File: src/rtl/rf_seq_pkg.sv
// Shared definitions for the register-file operation sequencer:
// opcode and state encodings, default widths and operand-usage helpers.
package rf_seq_pkg;

  localparam int DW_DEF = 16;
  localparam int AW_DEF = 5;

  typedef enum logic [2:0] {
    OP_NOP  = 3'd0,
    OP_ADD  = 3'd1,
    OP_SUB  = 3'd2,
    OP_AND  = 3'd3,
    OP_OR   = 3'd4,
    OP_XOR  = 3'd5,
    OP_MOVI = 3'd6,
    OP_READ = 3'd7
  } op_t;

  typedef enum logic [1:0] {
    ST_IDLE = 2'd0,
    ST_RD   = 2'd1,
    ST_EX   = 2'd2,
    ST_WB   = 2'd3
  } state_t;

  // Two-operand ALU ops read both ports; READ only needs port 1.
  function automatic logic reads_src1(input op_t op);
    return (op inside {OP_ADD, OP_SUB, OP_AND, OP_OR, OP_XOR, OP_READ});
  endfunction

  function automatic logic reads_src2(input op_t op);
    return (op inside {OP_ADD, OP_SUB, OP_AND, OP_OR, OP_XOR});
  endfunction

endpackage

File: src/rtl/rf_op_sequencer_if.sv
// Bundle of the issue handshake, register-file ports and completion report.
// master: issue logic plus register file (the sequencer's environment).
// slave:  the sequencer itself.
interface rf_op_sequencer_if
  import rf_seq_pkg::*;
#(
  parameter int DW = DW_DEF,
  parameter int AW = AW_DEF
);

  logic          op_valid;
  logic          op_ready;
  logic [2:0]    op_code;
  logic [AW-1:0] op_src1;
  logic [AW-1:0] op_src2;
  logic [AW-1:0] op_dst;
  logic [DW-1:0] op_imm;

  logic [AW-1:0] rf_rp1;
  logic [AW-1:0] rf_rp2;
  logic [AW-1:0] rf_wp;
  logic [DW-1:0] rf_wd;
  logic          rf_rd_en1;
  logic          rf_rd_en2;
  logic          rf_wr_en;
  logic [DW-1:0] rf_rd1;
  logic [DW-1:0] rf_rd2;

  logic          res_valid;
  logic [DW-1:0] res_data;
  logic          res_zero;
  logic          res_carry;
  logic [15:0]   op_count;

  modport master (
    output op_valid, op_code, op_src1, op_src2, op_dst, op_imm, rf_rd1, rf_rd2,
    input  op_ready, rf_rp1, rf_rp2, rf_wp, rf_wd, rf_rd_en1, rf_rd_en2, rf_wr_en,
    input  res_valid, res_data, res_zero, res_carry, op_count
  );

  modport slave (
    input  op_valid, op_code, op_src1, op_src2, op_dst, op_imm, rf_rd1, rf_rd2,
    output op_ready, rf_rp1, rf_rp2, rf_wp, rf_wd, rf_rd_en1, rf_rd_en2, rf_wr_en,
    output res_valid, res_data, res_zero, res_carry, op_count
  );

endinterface

File: src/rtl/rf_seq_alu.sv
// Combinational ALU for the sequencer. A 17-bit add/sub provides the
// carry-out for ADD and the borrow (a < b) for SUB; other ops report carry 0.
module rf_seq_alu
  import rf_seq_pkg::*;
#(
  parameter int DW = DW_DEF
) (
  input  op_t           op_code,
  input  logic [DW-1:0] a,
  input  logic [DW-1:0] b,
  input  logic [DW-1:0] imm,
  output logic [DW-1:0] result,
  output logic          zero,
  output logic          carry
);

  logic [DW:0] sum;
  logic [DW:0] diff;

  assign sum  = {1'b0, a} + {1'b0, b};
  assign diff = {1'b0, a} - {1'b0, b};

  // Select result and carry/borrow by opcode; NOP yields zero.
  always_comb begin
    result = '0;
    carry  = 1'b0;
    case (op_code)
      OP_ADD:  begin result = sum[DW-1:0];  carry = sum[DW];  end
      OP_SUB:  begin result = diff[DW-1:0]; carry = diff[DW]; end
      OP_AND:  result = a & b;
      OP_OR:   result = a | b;
      OP_XOR:  result = a ^ b;
      OP_MOVI: result = imm;
      OP_READ: result = a;
      default: result = '0;
    endcase
  end

  assign zero = (result == '0);

endmodule

File: src/rtl/rf_op_sequencer.sv
// Single-issue sequencer: walks one operation at a time through register
// read, execute and write-back against a registered-read register file.
//
//   state   | meaning
//   --------+---------------------------------------------------------
//   ST_IDLE | op_ready high, waiting for op_valid
//   ST_RD   | read addresses/enables presented to the register file
//   ST_EX   | read data valid; ALU result and flags registered
//   ST_WB   | write-back pulse, res_valid pulse, count at end of cycle
module rf_op_sequencer
  import rf_seq_pkg::*;
#(
  parameter int DW       = DW_DEF,
  parameter int AW       = AW_DEF,
  parameter int ZERO_REG = 1
) (
  input  logic              clk,
  input  logic              rst,
  rf_op_sequencer_if.slave  bus
);

  state_t        state;
  op_t           op_q;
  logic [AW-1:0] dst_q;
  logic [DW-1:0] imm_q;

  logic [DW-1:0] alu_result;
  logic          alu_zero;
  logic          alu_carry;
  logic          wr_ok;

  rf_seq_alu #(.DW(DW)) u_alu (
    .op_code (op_q),
    .a       (bus.rf_rd1),
    .b       (bus.rf_rd2),
    .imm     (imm_q),
    .result  (alu_result),
    .zero    (alu_zero),
    .carry   (alu_carry)
  );

  // NOP and READ never write; r0 is read-only when ZERO_REG is set.
  assign wr_ok = (op_q != OP_NOP) && (op_q != OP_READ) &&
                 !((ZERO_REG != 0) && (dst_q == '0));

  // Sequencer FSM with registered register-file and result outputs.
  always_ff @(posedge clk or posedge rst) begin
    if (rst) begin
      state         <= ST_IDLE;
      op_q          <= OP_NOP;
      dst_q         <= '0;
      imm_q         <= '0;
      bus.op_ready  <= 1'b1;
      bus.rf_rp1    <= '0;
      bus.rf_rp2    <= '0;
      bus.rf_wp     <= '0;
      bus.rf_wd     <= '0;
      bus.rf_rd_en1 <= 1'b0;
      bus.rf_rd_en2 <= 1'b0;
      bus.rf_wr_en  <= 1'b0;
      bus.res_valid <= 1'b0;
      bus.res_data  <= '0;
      bus.res_zero  <= 1'b0;
      bus.res_carry <= 1'b0;
      bus.op_count  <= '0;
    end else begin
      // Pulse outputs default low; everything else holds.
      bus.rf_rd_en1 <= 1'b0;
      bus.rf_rd_en2 <= 1'b0;
      bus.rf_wr_en  <= 1'b0;
      bus.res_valid <= 1'b0;
      case (state)
        ST_IDLE: begin
          if (bus.op_valid) begin
            op_q          <= op_t'(bus.op_code);
            dst_q         <= bus.op_dst;
            imm_q         <= bus.op_imm;
            bus.rf_rp1    <= bus.op_src1;
            bus.rf_rp2    <= bus.op_src2;
            bus.rf_rd_en1 <= reads_src1(op_t'(bus.op_code));
            bus.rf_rd_en2 <= reads_src2(op_t'(bus.op_code));
            bus.op_ready  <= 1'b0;
            state         <= ST_RD;
          end
        end
        ST_RD: begin
          state <= ST_EX;
        end
        ST_EX: begin
          bus.rf_wp     <= dst_q;
          bus.rf_wd     <= alu_result;
          bus.rf_wr_en  <= wr_ok;
          bus.res_data  <= alu_result;
          bus.res_zero  <= alu_zero;
          bus.res_carry <= alu_carry;
          bus.res_valid <= 1'b1;
          state         <= ST_WB;
        end
        ST_WB: begin
          bus.op_count <= bus.op_count + 16'd1;
          bus.op_ready <= 1'b1;
          state        <= ST_IDLE;
        end
        default: state <= ST_IDLE;
      endcase
    end
  end

endmodule

File: src/flat_wrapper.sv
// flat-port wrapper written by rule: the top's interface ports become plain ports
module rf_op_sequencer_flat import rf_seq_pkg::*;
#(
  parameter int DW       = DW_DEF,
  parameter int AW       = AW_DEF,
  parameter int ZERO_REG = 1
)
  (clk, rst, bus_op_valid, bus_op_code, bus_op_src1, bus_op_src2, bus_op_dst, bus_op_imm, bus_rf_rd1, bus_rf_rd2, bus_op_ready, bus_rf_rp1, bus_rf_rp2, bus_rf_wp, bus_rf_wd, bus_rf_rd_en1, bus_rf_rd_en2, bus_rf_wr_en, bus_res_valid, bus_res_data, bus_res_zero, bus_res_carry, bus_op_count);
  rf_op_sequencer_if #(.DW(DW), .AW(AW)) bus_i ();
  input  logic clk;
  input  logic rst;
  input wire logic [$bits(bus_i.op_valid)-1:0] bus_op_valid;
  input wire logic [$bits(bus_i.op_code)-1:0] bus_op_code;
  input wire logic [$bits(bus_i.op_src1)-1:0] bus_op_src1;
  input wire logic [$bits(bus_i.op_src2)-1:0] bus_op_src2;
  input wire logic [$bits(bus_i.op_dst)-1:0] bus_op_dst;
  input wire logic [$bits(bus_i.op_imm)-1:0] bus_op_imm;
  input wire logic [$bits(bus_i.rf_rd1)-1:0] bus_rf_rd1;
  input wire logic [$bits(bus_i.rf_rd2)-1:0] bus_rf_rd2;
  output wire logic [$bits(bus_i.op_ready)-1:0] bus_op_ready;
  output wire logic [$bits(bus_i.rf_rp1)-1:0] bus_rf_rp1;
  output wire logic [$bits(bus_i.rf_rp2)-1:0] bus_rf_rp2;
  output wire logic [$bits(bus_i.rf_wp)-1:0] bus_rf_wp;
  output wire logic [$bits(bus_i.rf_wd)-1:0] bus_rf_wd;
  output wire logic [$bits(bus_i.rf_rd_en1)-1:0] bus_rf_rd_en1;
  output wire logic [$bits(bus_i.rf_rd_en2)-1:0] bus_rf_rd_en2;
  output wire logic [$bits(bus_i.rf_wr_en)-1:0] bus_rf_wr_en;
  output wire logic [$bits(bus_i.res_valid)-1:0] bus_res_valid;
  output wire logic [$bits(bus_i.res_data)-1:0] bus_res_data;
  output wire logic [$bits(bus_i.res_zero)-1:0] bus_res_zero;
  output wire logic [$bits(bus_i.res_carry)-1:0] bus_res_carry;
  output wire logic [$bits(bus_i.op_count)-1:0] bus_op_count;
  assign bus_i.op_valid = bus_op_valid;
  assign bus_i.op_code = bus_op_code;
  assign bus_i.op_src1 = bus_op_src1;
  assign bus_i.op_src2 = bus_op_src2;
  assign bus_i.op_dst = bus_op_dst;
  assign bus_i.op_imm = bus_op_imm;
  assign bus_i.rf_rd1 = bus_rf_rd1;
  assign bus_i.rf_rd2 = bus_rf_rd2;
  assign bus_op_ready = bus_i.op_ready;
  assign bus_rf_rp1 = bus_i.rf_rp1;
  assign bus_rf_rp2 = bus_i.rf_rp2;
  assign bus_rf_wp = bus_i.rf_wp;
  assign bus_rf_wd = bus_i.rf_wd;
  assign bus_rf_rd_en1 = bus_i.rf_rd_en1;
  assign bus_rf_rd_en2 = bus_i.rf_rd_en2;
  assign bus_rf_wr_en = bus_i.rf_wr_en;
  assign bus_res_valid = bus_i.res_valid;
  assign bus_res_data = bus_i.res_data;
  assign bus_res_zero = bus_i.res_zero;
  assign bus_res_carry = bus_i.res_carry;
  assign bus_op_count = bus_i.op_count;
  rf_op_sequencer #(.DW(DW), .AW(AW), .ZERO_REG(ZERO_REG)) u_core (.clk(clk), .rst(rst), .bus(bus_i));
endmodule
File: config.mk
export PLATFORM = sky130hd
export DESIGN_NAME = rf_op_sequencer_flat
export DESIGN_NICKNAME = d
export VERILOG_FILES = /design/src/rtl/rf_seq_pkg.sv /design/src/rtl/rf_op_sequencer_if.sv /design/src/rtl/rf_seq_alu.sv /design/src/rtl/rf_op_sequencer.sv /design/src/flat_wrapper.sv
export SDC_FILE = /design/constraint.sdc
export NUM_CORES = 1
export LEC_CHECK = 0
export CAP_MARGIN = 20
export CORE_MARGIN = 5
export CORE_UTILIZATION = 33
export DETAILED_ROUTE_END_ITERATION = 8
export DONT_BUFFER_PORTS = 1
export SLEW_MARGIN = 0
export SYNTH_ARGS = -nofsm -noshare
export SYNTH_HDL_FRONTEND = slang
export SYNTH_SLANG_ARGS = --single-unit
File: constraint.sdc
create_clock -name clk -period 5.5 [get_ports clk]
set_clock_uncertainty 0.1 [all_clocks]
set_input_delay 1.1 -clock clk [delete_from_list [all_inputs] [get_ports clk]]
set_output_delay 1.1 -clock clk [all_outputs]
set_load 0.02 [all_outputs]
Yosys cells after proc, flatten, opt, wreduce, memory -nomap -nowiden

Index checks and enable logic that the tools add are counted.

Flip-flop bits (word level): 80
Bits in latches: 0
Memory bits (writable): 0
ROM bits: 0
Bits of input ports: 69
Output and inout bits: 70
Logic and storage cells: 64
Memories: 0

$add $sub $neg: 3
$mul: 0
Div/mod/pow operators: 0
Magnitude comparators: 0
Eq/ne operators: 18
Shift-type cells: 0
Mux-type cells: 12
Bitwise gates (word level): 3
Reduce and logical (&&, ||, !) cells: 12

Operators by type and width:

| operator              | number |
|---|---|
| $pmux 16 s7           | 1 |
| $eq 3x3->1 const B    | 7 |
| $add 16x16->17        | 1 |
| $sub 16x16->17        | 1 |
| $add 16x1->16 const B | 1 |
| $and 16x16->16        | 1 |
| $logic_not 16->1      | 1 |
| $or 16x16->16         | 1 |
| $xor 16x16->16        | 1 |
| $eq 3x2->1 const B    | 4 |
| $pmux 2 s4            | 1 |
| $mux 1                | 7 |
| $eq 3x1->1 const B    | 2 |
| $reduce_bool 6->1     | 1 |
| $logic_not 5->1       | 1 |
| $reduce_bool 5->1     | 1 |
| $eq 2x2->1 const B    | 2 |
| $pmux 1 s2            | 2 |
| $reduce_and 2->1      | 2 |
| $ne 3x3->1 const B    | 1 |
| $reduce_bool 3->1     | 1 |
| $eq 2x1->1 const B    | 1 |
| $logic_and 1x1->1     | 2 |
| $logic_not 2->1       | 1 |
| other kinds (4)       | 4 |

Longest topological paths before layout

Gate-level depths: netlist of run 1.

Word-level depth: 4
Depth in mapped cells: 11
Depth with buffers taken out: 11

By module

From an unflattened synthesis of run 1, not the netlist that was laid out.

Cells, all modules: 665
Area total of the unflattened synthesis: 6124.6 µm²

Modules (own cells, without submodules):

| module          | instances | cells each | area an instance (µm²) | seq. area each (µm²) |
|---|---|---|---|---|
| rf_op_sequencer | 1         | 228        | 3251.9                 | 2003.2 |
| rf_seq_alu      | 1         | 437        | 2872.8                 | 0.0 |

Least setup slack after synthesis of run 1

OpenSTA, ideal clock, no wires.

Kind: input to register
Start point: input bus_rf_rd2[4]
End point: register u_core.bus.res_zero
Setup time: 104 ps
Arrival: 3194 ps
Required time: 5296 ps
Path slack: 2102 ps
Cell stages on the path: 10
Path buffers: 1
Cells stage by stage: inv_1 > ha_1 > buf_4 > or4_4 > nand3b_2 > a31oi_1 > o211ai_1 > o211ai_1 > a32o_1 > o41ai_2

Word-level cells in the longest chain between the ends: 3
Elaborated cells between the ends (all ways): 7
Classes of those cells: 2 x add/sub; 1 x mux; 3 x bitwise; 1 x reduce/logical

Ends and longest elaborated chain:

| what                                   | RTL line                 | RTL |
|---|---|---|
| from (decl)                            | flat_wrapper.sv:19       | `input wire logic [$bits(bus_i.rf_rd2)-1:0] bus_rf_rd2;` |
| $sub 16x16->17 (tied with other cells) | rf_seq_alu.sv:21         | `assign diff = {1'b0, a} - {1'b0, b};` |
| $pmux 16 s7 (*)                        | rf_seq_alu.sv:27         | `case (op_code)` |
| $logic_not 16->1 (*)                   | rf_seq_alu.sv:39         | `assign zero = (result == '0);` |
| to (signal assigned)                   | rf_op_sequencer.sv:94    | `bus.res_zero <= alu_zero;` |
| to (decl)                              | rf_op_sequencer_if.sv:44 | `output res_valid, res_data, res_zero, res_carry, op_count` |

Every way passes the cells marked *; elsewhere a longest branch is shown, timed or not.
A chain may end at the register's enable or synchronous reset.

Worst setup path after layout of run 1

Start point: input bus_rf_rd2[0]
End point: register u_core.bus.res_zero

The elaborated chain is that of the path after synthesis.

==> results of run 1 <==
==> sequential cells by signal (all words and copies together), names as in the netlist, 2 cells and up <==
name / cells
u_core.bus.rf_rp1: 5
u_core.op_q: 3
u_core.bus.rf_wp: 5
u_core.imm_q: 16
u_core.dst_q: 5
u_core.bus.rf_wd: 16
u_core.bus.rf_rp2: 5
u_core.bus.op_count: 16
u_core.state: 2
==> placed cells by master, fill, tap and decap left out, types with 4 or more instances in the layout <==
cell type / Yosys / final
sky130_fd_sc_hd__o22ai_1: 4 / 4
sky130_fd_sc_hd__inv_1: 63 / 62
sky130_fd_sc_hd__nand3_1: 17 / 17
sky130_fd_sc_hd__o211ai_1: 6 / 6
sky130_fd_sc_hd__a31oi_1: 6 / 6
sky130_fd_sc_hd__a211o_1: 4 / 4
sky130_fd_sc_hd__a221o_1: 4 / 4
sky130_fd_sc_hd__nand4_1: 11 / 11
sky130_fd_sc_hd__a21oi_1: 39 / 39
sky130_fd_sc_hd__nand2b_1: 7 / 7
sky130_fd_sc_hd__xor2_1: 8 / 8
sky130_fd_sc_hd__nand2_1: 40 / 39
sky130_fd_sc_hd__mux2i_1: 10 / 10
sky130_fd_sc_hd__xnor2_1: 13 / 13
sky130_fd_sc_hd__o21ai_0: 26 / 26
sky130_fd_sc_hd__nor2b_1: 6 / 6
sky130_fd_sc_hd__nor3_1: 18 / 18
sky130_fd_sc_hd__a221oi_1: 4 / 4
sky130_fd_sc_hd__buf_4: 19 / 8
sky130_fd_sc_hd__mux2_2: 47 / 47
sky130_fd_sc_hd__nor2_1: 59 / 59
sky130_fd_sc_hd__ha_1: 53 / 52
sky130_fd_sc_hd__clkbuf_16: 0 / 9
sky130_fd_sc_hd__mux4_2: 9 / 9
sky130_fd_sc_hd__o21a_1: 4 / 4
sky130_fd_sc_hd__dfrtp_1: 79 / 79
sky130_fd_sc_hd__o31ai_1: 4 / 4
sky130_fd_sc_hd__a211oi_1: 8 / 8
sky130_fd_sc_hd__a21o_1: 4 / 4
==> worst max path at each step <==
stage | from | end | slack (ps) | cells after the start
floorplan | bus_rf_rd2[4] | u_core.bus.res_zero$_DFFE_PP0P_ | 2100 | 10
global placement | bus_rf_rd2[3] | u_core.bus.res_zero$_DFFE_PP0P_ | 1660 | 10
detailed placement | bus_rf_rd2[4] | u_core.bus.res_zero$_DFFE_PP0P_ | 1650 | 10
CTS | bus_rf_rd2[4] | u_core.bus.res_zero$_DFFE_PP0P_ | 2020 | 10
global route | bus_rf_rd2[4] | u_core.bus.res_zero$_DFFE_PP0P_ | 1770 | 10
finish | bus_rf_rd2[0] | u_core.bus.res_zero$_DFFE_PP0P_ | 1950 | 10
==> cell families after synthesis <==
kind of cell	count (synthesis)	synth area share
AO/OA/AOI/OAI	160	0.182
XOR/XNOR	21	0.0291
adder cells (fa/ha/maj)	55	0.111
buffers and inverters	115	0.0978
flip-flops	80	0.316
multiplexers	66	0.131
AND/OR/NAND/NOR	176	0.132
==> metrics by stage <==
step | power (W) | cell area [µm²] | std cells
floorplan | 0.00254 | 6330 | 673
global placement | 0.00285 | 6310 | 864
detailed placement | 0.00286 | 6310 | 864
CTS | 0.00347 | 6600 | 880
global route | 0.00367 | 6630 | 881
finish | 0.00343 | 6630 | 881
==> area by class of cell <==
| class | instances | area [µm²] |
|---|---|---|
| clock buffer | 9 | 225 |
| inverter | 64 | 241 |
| multi-input combinational | 478 | 3710 |
| sequential | 80 | 2000 |
| timing repair buffer | 9 | 87.6 |
| clock inverter | 7 | 63.8 |
| tap | 234 | 293 |
| fill | 1917 | 12100 |
==> power breakdown <==
group | leakage, nW | switching, W | internal [W] | total, W
combinational | 1.79 | 0.000823 | 0.000655 | 0.00148
clock | 0.140 | 0.000277 | 0.000315 | 0.000592
sequential | 0.973 | 0.000519 | 0.000842 | 0.00136
total | 2.91 | 0.00162 | 0.00181 | 0.00343
==> metal layers <==
metal	wire [µm]	GRT usage
met1	7860	0.213
met2	8640	0.263
met3	1380	0.0494
met4	333	0.0499
met5	13	0
==> impl_metrics.py, run 1 <==
metrics = {
    "clock_network": {
        "cts_hold_repair.buffers": 0,
        "clock_tree_from_tritoncts": "yes",
        "cts_buffer_depth": 2,
        "post_cts.repair.setup_buffers": 0,
        "clock_tree.htree_level_count": 3,
        "clk-insertion-delay-late_ps": 350,
        "clockRootBuffer": "sky130_fd_sc_hd__clkbuf_16",
        "clk_sinks": 80,
        "tritoncts_buffers": 9,
        "worst_setup_hold_path_clk_slew_ps": 70,
        "postCtsResizedCells": 0,
    },
    "critical_path": {
        "data_arrival_at_the_endpoint_of_the_critical_path_ps": 3700,
        "worst_path_cell_chain": "ha_1, fa_1, a21oi_1, o22ai_1, o21ai_0, o311ai_1, a221oi_1, o32a_1, nand4_1, o41ai_2",
        "path_delay_family": "compound AO/OA/AOI/OAI gates",
        "ff2ff_setup_slack_ps": 2360,
        "end_kind": "flop",
        "critical_path.max_stage_delay_ps": 420,
        "worstPathBufferInverterCount": 0,
        "crit_path_max_fanout": 4,
        "required_ps": 5650,
        "timing.setup.critical_path_class": "input port to flop",
        "timing.rr.start": "u_core.op_q[2]$_DFFE_PP0P_",
        "timing.critical_path.from_type": "input port",
        "reg2regPathDepth": 8,
        "critical-path-slowest-cell": "sky130_fd_sc_hd__fa_1",
        "crit-reg2reg-capture": "u_core.bus.res_zero$_DFFE_PP0P_",
    },
    "synth": {
        "syn-cell-area_um2": 6330,
        "synth.area.top_cells": "sky130_fd_sc_hd__dfrtp_1 31%, sky130_fd_sc_hd__ha_1 10%, sky130_fd_sc_hd__mux2_2 8.4%",
        "synth_edf_count": 0,
        "synth-main-ff-cell": "sky130_fd_sc_hd__dfrtp_1",
        "synth-seq-cells": 80,
        "mappedNetlistNets": 797,
        "post-synth-top-area-fraction": 0.312,
        "synthDistinctLibCells": 80,
        "post-synth-top-count-cell": "sky130_fd_sc_hd__dfrtp_1",
        "yosys_warnings": 0,
        "netlist.top_cell.by_area": "sky130_fd_sc_hd__dfrtp_1",
        "synth.top_cells.by_count": "79 x sky130_fd_sc_hd__dfrtp_1, 63 x sky130_fd_sc_hd__inv_1, 59 x sky130_fd_sc_hd__nor2_1",
        "yosysSeqAreaShare": 0.316,
        "syn_area_per_cell_um2": 9.41,
        "synthCells": 673,
        "synth_async_sr_flop_share": 1.00,
    },
    "global_route": {
        "maximum_number_of_pins_on_one_net_before_global_route_repair": 50,
        "antenna_found_initial": 1,
        "global_route.overflow_total": 0,
        "first_global_vias": 4899,
        "gr-usage-all-layers": 0.164,
        "grt_pass1_wl_um": 28300,
    },
    "floorplanning": {
        "die_area_um2": 22100,
        "start_util": 0.337,
        "core_area_um2": 18800,
        "design.portCount": 139,
        "die_width_um": 149,
        "row_count": 50,
        "fp.dieH_um": 149,
    },
    "timing": {
        "fin_setup_tns_ps": 0,
        "unrepaired_setup_endpoints_after_global_routing": "no",
        "hold_viol_final": 0,
        "slew_violations": 0,
        "layout_setup_ws_ps": 1950,
        "hold_slack_ps": 402,
        "min_period_over_period": 0.646,
        "slew-limit-headroom": 0.352,
        "report.final.setup_viol": 0,
        "finalCriticalPeriod_ps": 3550,
        "worst-slew-pin-transition_ps": 969,
        "max_clock_freq_mhz": 281,
    },
    "cells_and_area": {
        "area_delta_synth_final_pct": 4.68,
        "design.final.nets": 766,
        "util_after_layout": 0.353,
        "final_layout_size_suffix_gt1_frac": 0.168,
        "antennaDiodeCount": 0,
    },
    "power": {
        "power_leakage_nw": 2.91,
        "powerDensity_nw_per_um2": 518,
        "power.ir.vdd_worst_mv": 0.304,
    },
    "hold_path": {
        "worst_hold_path_type": "input port to async pin",
    },
    "run_status": {
        "status": "finished clean",
    },
    "drt": {
        "viasPerCell": 5.55,
        "drtPass1Iterations": 5,
        "wl_per_cell_um": 20.7,
        "postRouteWirelength_um": 18200,
        "drt_iter0_drc": 398,
        "drc_errors": 0,
        "route.antenna.remaining_nets": 0,
        "via_count": 4890,
    },
    "placed_design": {
        "finalWeightedCongestion": 0.930,
        "port_buffers": 0,
        "dp_hpwl_um": 13600,
        "preCtsSetupSlack_ps": 1650,
    },
    "run": {
        "maxcap_violations": 0,
    },
}
Power figures use the tool's default switching activity.
==> run 2: changes to the inputs <==
==> constraint.sdc (replaced) <==
create_clock -name clk -period 3.1 [get_ports clk]
set_clock_uncertainty 0.1 [all_clocks]
set_input_delay 0.62 -clock clk [delete_from_list [all_inputs] [get_ports clk]]
set_output_delay 0.62 -clock clk [all_outputs]
set_load 0.02 [all_outputs]
==> impl_metrics.py, run 2 (synthesized netlist as in run 1, its figures left out) <==
metrics = {
    "run_status": {
        "status": "finished clean",
    },
    "floorplanning": {
        "die_area_um2": 22100,
        "design.portCount": 139,
        "start_util": 0.337,
        "row_count": 50,
        "core_area_um2": 18800,
        "die_width_um": 149,
        "fp.dieH_um": 149,
    },
    "drt": {
        "route.antenna.remaining_nets": 0,
        "viasPerCell": 5.47,
        "drt_iter0_drc": 332,
        "postRouteWirelength_um": 18800,
        "drc_errors": 0,
        "wl_per_cell_um": 20.0,
        "drtPass1Iterations": 5,
        "via_count": 5129,
    },
    "placed_design": {
        "dp_hpwl_um": 14500,
        "dpl_cell_area_um2": 6760,
        "port_buffers": 0,
        "finalWeightedCongestion": 0.927,
    },
    "power": {
        "powerDensity_nw_per_um2": 914,
        "power_leakage_nw": 3.18,
        "power.ir.vdd_worst_mv": 0.532,
        "power.total_w": 0.00648,
    },
    "clock_network": {
        "clock_tree_from_tritoncts": "yes",
        "clk-insertion-delay-late_ps": 350,
        "tritoncts_buffers": 9,
        "post_cts.repair.setup_buffers": 0,
        "clockRootBuffer": "sky130_fd_sc_hd__clkbuf_16",
        "clk_sinks": 80,
        "cts_buffer_depth": 2,
        "clock_tree.htree_level_count": 3,
        "worst_setup_hold_path_clk_slew_ps": 70,
        "cts_hold_repair.buffers": 0,
    },
    "cells_and_area": {
        "regArea_um2": 2000,
        "multi_input_comb_area_um2": 3730,
        "layout.cells.most_common": "sky130_fd_sc_hd__dfrtp_1",
        "biggestRegsByFlops": "u_core.bus.op_count: 16 flops, u_core.bus.rf_wd: 16 flops, u_core.imm_q: 16 flops",
        "post-route-cell-area_um2": 7080,
        "antennaDiodeCount": 0,
        "area_delta_synth_final_pct": 11.9,
        "design.final.nets": 823,
        "most_frequent_cells_in_the_layout": "79 x sky130_fd_sc_hd__dfrtp_1, 65 x sky130_fd_sc_hd__buf_4, 62 x sky130_fd_sc_hd__inv_1",
        "nFillCells": 1903,
        "final_layout_size_suffix_gt1_frac": 0.240,
    },
    "run": {
        "maxcap_violations": 0,
    },
    "critical_path": {
        "required_ps": 3250,
        "ff2ff_setup_slack_ps": 410,
        "end_kind": "flop",
        "critical-path-slowest-cell": "sky130_fd_sc_hd__fa_1",
        "critical_path.max_stage_delay_ps": 420,
        "data_arrival_at_the_endpoint_of_the_critical_path_ps": 3100,
        "timing.critical_path.from_type": "input port",
        "worst_path_cell_chain": "inv_1, ha_1, fa_1, o21bai_1, nand2_1, a21boi_1, or3_1, o41ai_1, o21ai_1, nand3_1, o41ai_2",
        "timing.rr.start": "u_core.op_q[1]$_DFFE_PP0P_",
        "timing.setup.critical_path_class": "input port to flop",
        "crit_path_max_fanout": 4,
        "worstSetupStartpoint": "bus_rf_rd1[0]",
        "crit-reg2reg-capture": "u_core.bus.res_zero$_DFFE_PP0P_",
        "reg2regPathDepth": 9,
    },
    "global_route": {
        "first_global_vias": 5306,
        "global_route.overflow_total": 0,
        "gr-usage-all-layers": 0.172,
        "grt_pass1_wl_um": 29800,
        "maximum_number_of_pins_on_one_net_before_global_route_repair": 47,
        "antenna_found_initial": 1,
    },
    "timing": {
        "slew_violations": 0,
        "finalCriticalPeriod_ps": 2940,
        "unrepaired_setup_endpoints_after_global_routing": "no",
        "max_clock_freq_mhz": 340,
        "hold_viol_final": 0,
        "worst-slew-pin-transition_ps": 977,
        "slew-limit-headroom": 0.347,
        "report.final.setup_viol": 0,
        "min_period_over_period": 0.950,
    },
    "hold_path": {
        "worst_hold_path_type": "input port to async pin",
    },
}
==> run 2: cell type report <==
cell class | instances | share of cell area
multi-input cells | 478 | 0.526
repair buffers | 66 | 0.0717
clock buffers | 9 | 0.0318
clock inverters | 7 | 0.0124
well taps | 234 | 0.0413
flip-flops and latches | 80 | 0.283
inverters | 64 | 0.0341
==> run 2: worst max-delay path, delay by kind of cell <==
family / cells / cell delay, ps
simple gates: 3 / 560
fa+ha+maj: 2 / 630
buf+inv: 1 / 30
compound gates: 5 / 1250
==> run 2: timing repair <==
item,CTS,global route
gates resized for setup,0,4
endpoints found under the hold margin,0,0
setup endpoints to repair,0,1
==> run 2: per-stage QoR <==
step	hold WS (ps)	worst slack (ps)	std cells	setup TNS, ps	utilization
final	118	156	938	0	0.377
after global routing	173	27.3	938	0	0.377
after CTS	140	117	938	0	0.377
after detailed placement	390	-254	922	-481	0.360
after global placement	384	-228	922	-380	0.360
after floorplan	374	182	673	0	-
==> run 2: worst max path at each step <==
stage / to / slack [ps] / cells past startpoint
after CTS: u_core.bus.res_zero$_DFFE_PP0P_ / 120 / 11
after global placement: u_core.bus.res_zero$_DFFE_PP0P_ / -230 / 11
after floorplan: u_core.bus.res_zero$_DFFE_PP0P_ / 180 / 10
after detailed placement: u_core.bus.res_zero$_DFFE_PP0P_ / -250 / 11
after global routing: u_core.bus.res_zero$_DFFE_PP0P_ / 30 / 11
final: u_core.bus.res_zero$_DFFE_PP0P_ / 160 / 11
==> run 2: power by group <==
group / switching (W) / total (W) / internal [W]
Sequential: 0.000872 / 0.00237 / 0.00150
Combinational: 0.00159 / 0.00296 / 0.00137
Clock: 0.000507 / 0.00115 / 0.000640
Total: 0.00296 / 0.00648 / 0.00351
==> run 2: metal layers <==
metal	GRT usage	up-vias	part of all wire
li1	-	2448	-
met1	0.219	2474	0.43
met2	0.283	170	0.48
met3	0.0484	35	0.067
met4	0.0573	2	0.026
met5	0	-	0.00069
==> run 3: changes to the inputs <==
--- a/config.mk
+++ b/config.mk
@@ -6,6 +6,7 @@
 export NUM_CORES = 1
 export LEC_CHECK = 0
 export CAP_MARGIN = 20
+export CORE_ASPECT_RATIO = 0.9
 export CORE_MARGIN = 5
 export CORE_UTILIZATION = 33
 export DETAILED_ROUTE_END_ITERATION = 8
==> impl_metrics.py, run 3 (synthesized netlist as in run 1, its figures left out) <==
metrics = {
    "cells_and_area": {
        "most_frequent_cells_in_the_layout": "79 x sky130_fd_sc_hd__dfrtp_1, 74 x sky130_fd_sc_hd__buf_4, 62 x sky130_fd_sc_hd__inv_1",
        "area_delta_synth_final_pct": 13.4,
        "final_layout_size_suffix_gt1_frac": 0.244,
        "layout.cells.most_common": "sky130_fd_sc_hd__dfrtp_1",
        "nFillCells": 1921,
        "biggestRegsByFlops": "u_core.bus.op_count: 16 flops, u_core.bus.rf_wd: 16 flops, u_core.imm_q: 16 flops",
        "design.final.nets": 833,
        "antennaDiodeCount": 0,
        "post-route-cell-area_um2": 7180,
    },
    "critical_path": {
        "end_kind": "flop",
        "crit_path_max_fanout": 5,
        "data_arrival_at_the_endpoint_of_the_critical_path_ps": 3060,
        "worst_path_cell_chain": "inv_1, ha_1, nor2_1, a211o_1, o21a_1, a311oi_2, o221ai_1, a21oi_1, nand3_1, o41ai_2",
        "path_delay_family": "compound AO/OA/AOI/OAI gates",
        "timing.critical_path.from_type": "input port",
        "critical-path-slowest-cell": "sky130_fd_sc_hd__a311oi_2",
        "timing.setup.critical_path_class": "input port to flop",
        "worstPathBufferInverterCount": 1,
        "critical_path.max_stage_delay_ps": 420,
        "required_ps": 3260,
    },
    "clock_network": {
        "clk-insertion-delay-late_ps": 350,
        "cts_buffer_depth": 2,
        "post_cts.repair.setup_buffers": 0,
        "postCtsResizedCells": 0,
        "clockRootBuffer": "sky130_fd_sc_hd__clkbuf_16",
        "clock_tree.htree_level_count": 3,
        "clock_tree_from_tritoncts": "yes",
        "worst_setup_hold_path_clk_slew_ps": 70,
        "tritoncts_buffers": 9,
        "cts_hold_repair.buffers": 0,
        "clk_sinks": 80,
    },
    "drt": {
        "route.antenna.remaining_nets": 0,
        "viasPerCell": 5.35,
        "postRouteWirelength_um": 19000,
        "wl_per_cell_um": 19.7,
        "drt_iter0_drc": 427,
        "via_count": 5159,
        "drc_errors": 0,
        "drtPass1Iterations": 5,
    },
    "power": {
        "power.total_w": 0.00653,
        "powerDensity_nw_per_um2": 909,
        "power.ir.vdd_worst_mv": 0.452,
        "power_leakage_nw": 3.25,
    },
    "timing": {
        "min_period_over_period": 0.936,
        "max_clock_freq_mhz": 345,
        "worst-slew-pin-transition_ps": 1050,
        "slew-limit-headroom": 0.298,
        "report.final.setup_viol": 0,
        "slew_violations": 0,
        "unrepaired_setup_endpoints_after_global_routing": "no",
        "finalCriticalPeriod_ps": 2900,
        "hold_viol_final": 0,
        "hold_slack_ps": 97.3,
        "layout_setup_ws_ps": 200,
    },
    "global_route": {
        "antenna_found_initial": 0,
        "grtUsageMet2": 0.283,
        "use_met3": 0.0628,
        "first_global_vias": 5483,
        "gr-usage-all-layers": 0.178,
        "global_route.overflow_total": 0,
        "maximum_number_of_pins_on_one_net_before_global_route_repair": 49,
        "gr_busiest_metal": "met2",
        "grt_pass1_wl_um": 30900,
        "met1_use_gr": 0.231,
    },
    "placed_design": {
        "port_buffers": 0,
        "preCtsSetupSlack_ps": -195,
        "dpl_cell_area_um2": 6860,
        "finalWeightedCongestion": 0.922,
        "dp_hpwl_um": 14800,
    },
    "run": {
        "maxcap_violations": 0,
    },
    "floorplanning": {
        "fp.dieH_um": 141,
        "core_area_um2": 19000,
        "start_util": 0.333,
        "die_area_um2": 22100,
        "row_count": 48,
        "design.portCount": 139,
        "die_width_um": 156,
    },
    "run_status": {
        "status": "finished clean",
    },
    "hold_path": {
        "worst_hold_path_type": "input port to async pin",
    },
}
## run 3: changes by cell type in the layout (fill, tap and decap cells not counted), sizes merged
cell | previous run | this run
inv | 66 | 64
clkbuf | 9 | 13
clkinvlp | 2 | 0
buf | 66 | 76
## run 3: final timing paths
check                                            startpoint                          endpoint  slack, ps  cells past startpoint
max in group asynchronous                               rst   u_core.bus.op_ready$_DFFE_PP1P_       2110                      2
worst max-delay path                          bus_rf_rd2[6]   u_core.bus.res_zero$_DFFE_PP0P_        200                     10
worst min-delay path                                    rst  u_core.bus.rf_rp1[2]$_DFFE_PP0P_        100                      1
worst min register to register  u_core.imm_q[4]$_DFFE_PP0P_       u_core.imm_q[4]$_DFFE_PP0P_        410                      1
min in group clk                             bus_op_code[2]    u_core.bus.rf_rd_en2$_DFF_PP0_        260                      1
worst max register to register   u_core.op_q[1]$_DFFE_PP0P_   u_core.bus.res_zero$_DFFE_PP0P_        230                      8
## run 3: routing by layer
metal | vias up | share of wire
li1 | 2462 | -
met1 | 2483 | 0.43
met2 | 181 | 0.45
met3 | 33 | 0.085
met4 | 0 | 0.026
met5 | - | 0
## run 3: power by group
group / switching, W / internal, W
Sequential: 0.000911 / 0.00150
Clock: 0.000462 / 0.000696
Combinational: 0.00155 / 0.00141
Total: 0.00292 / 0.00360
## run 3: layout make-up
type                       count  area [µm²]  area share
sequential                    80        2000       0.279
inverter                      64         241      0.0336
clock inverter                 3        47.5     0.00662
tap                          250         313      0.0436
clock buffer                  13         270      0.0376
multi-input combinational    478        3710       0.517
timing repair buffer          76         596      0.0829
## run 3: through the flow
stage                     TNS [ps]  std cells   util
final                            0        964  0.377
after global routing             0        964  0.377
after CTS                        0        964  0.377
after detailed placement      -518        948  0.361
after global placement        -252        948  0.361
after floorplan                  0        673      -
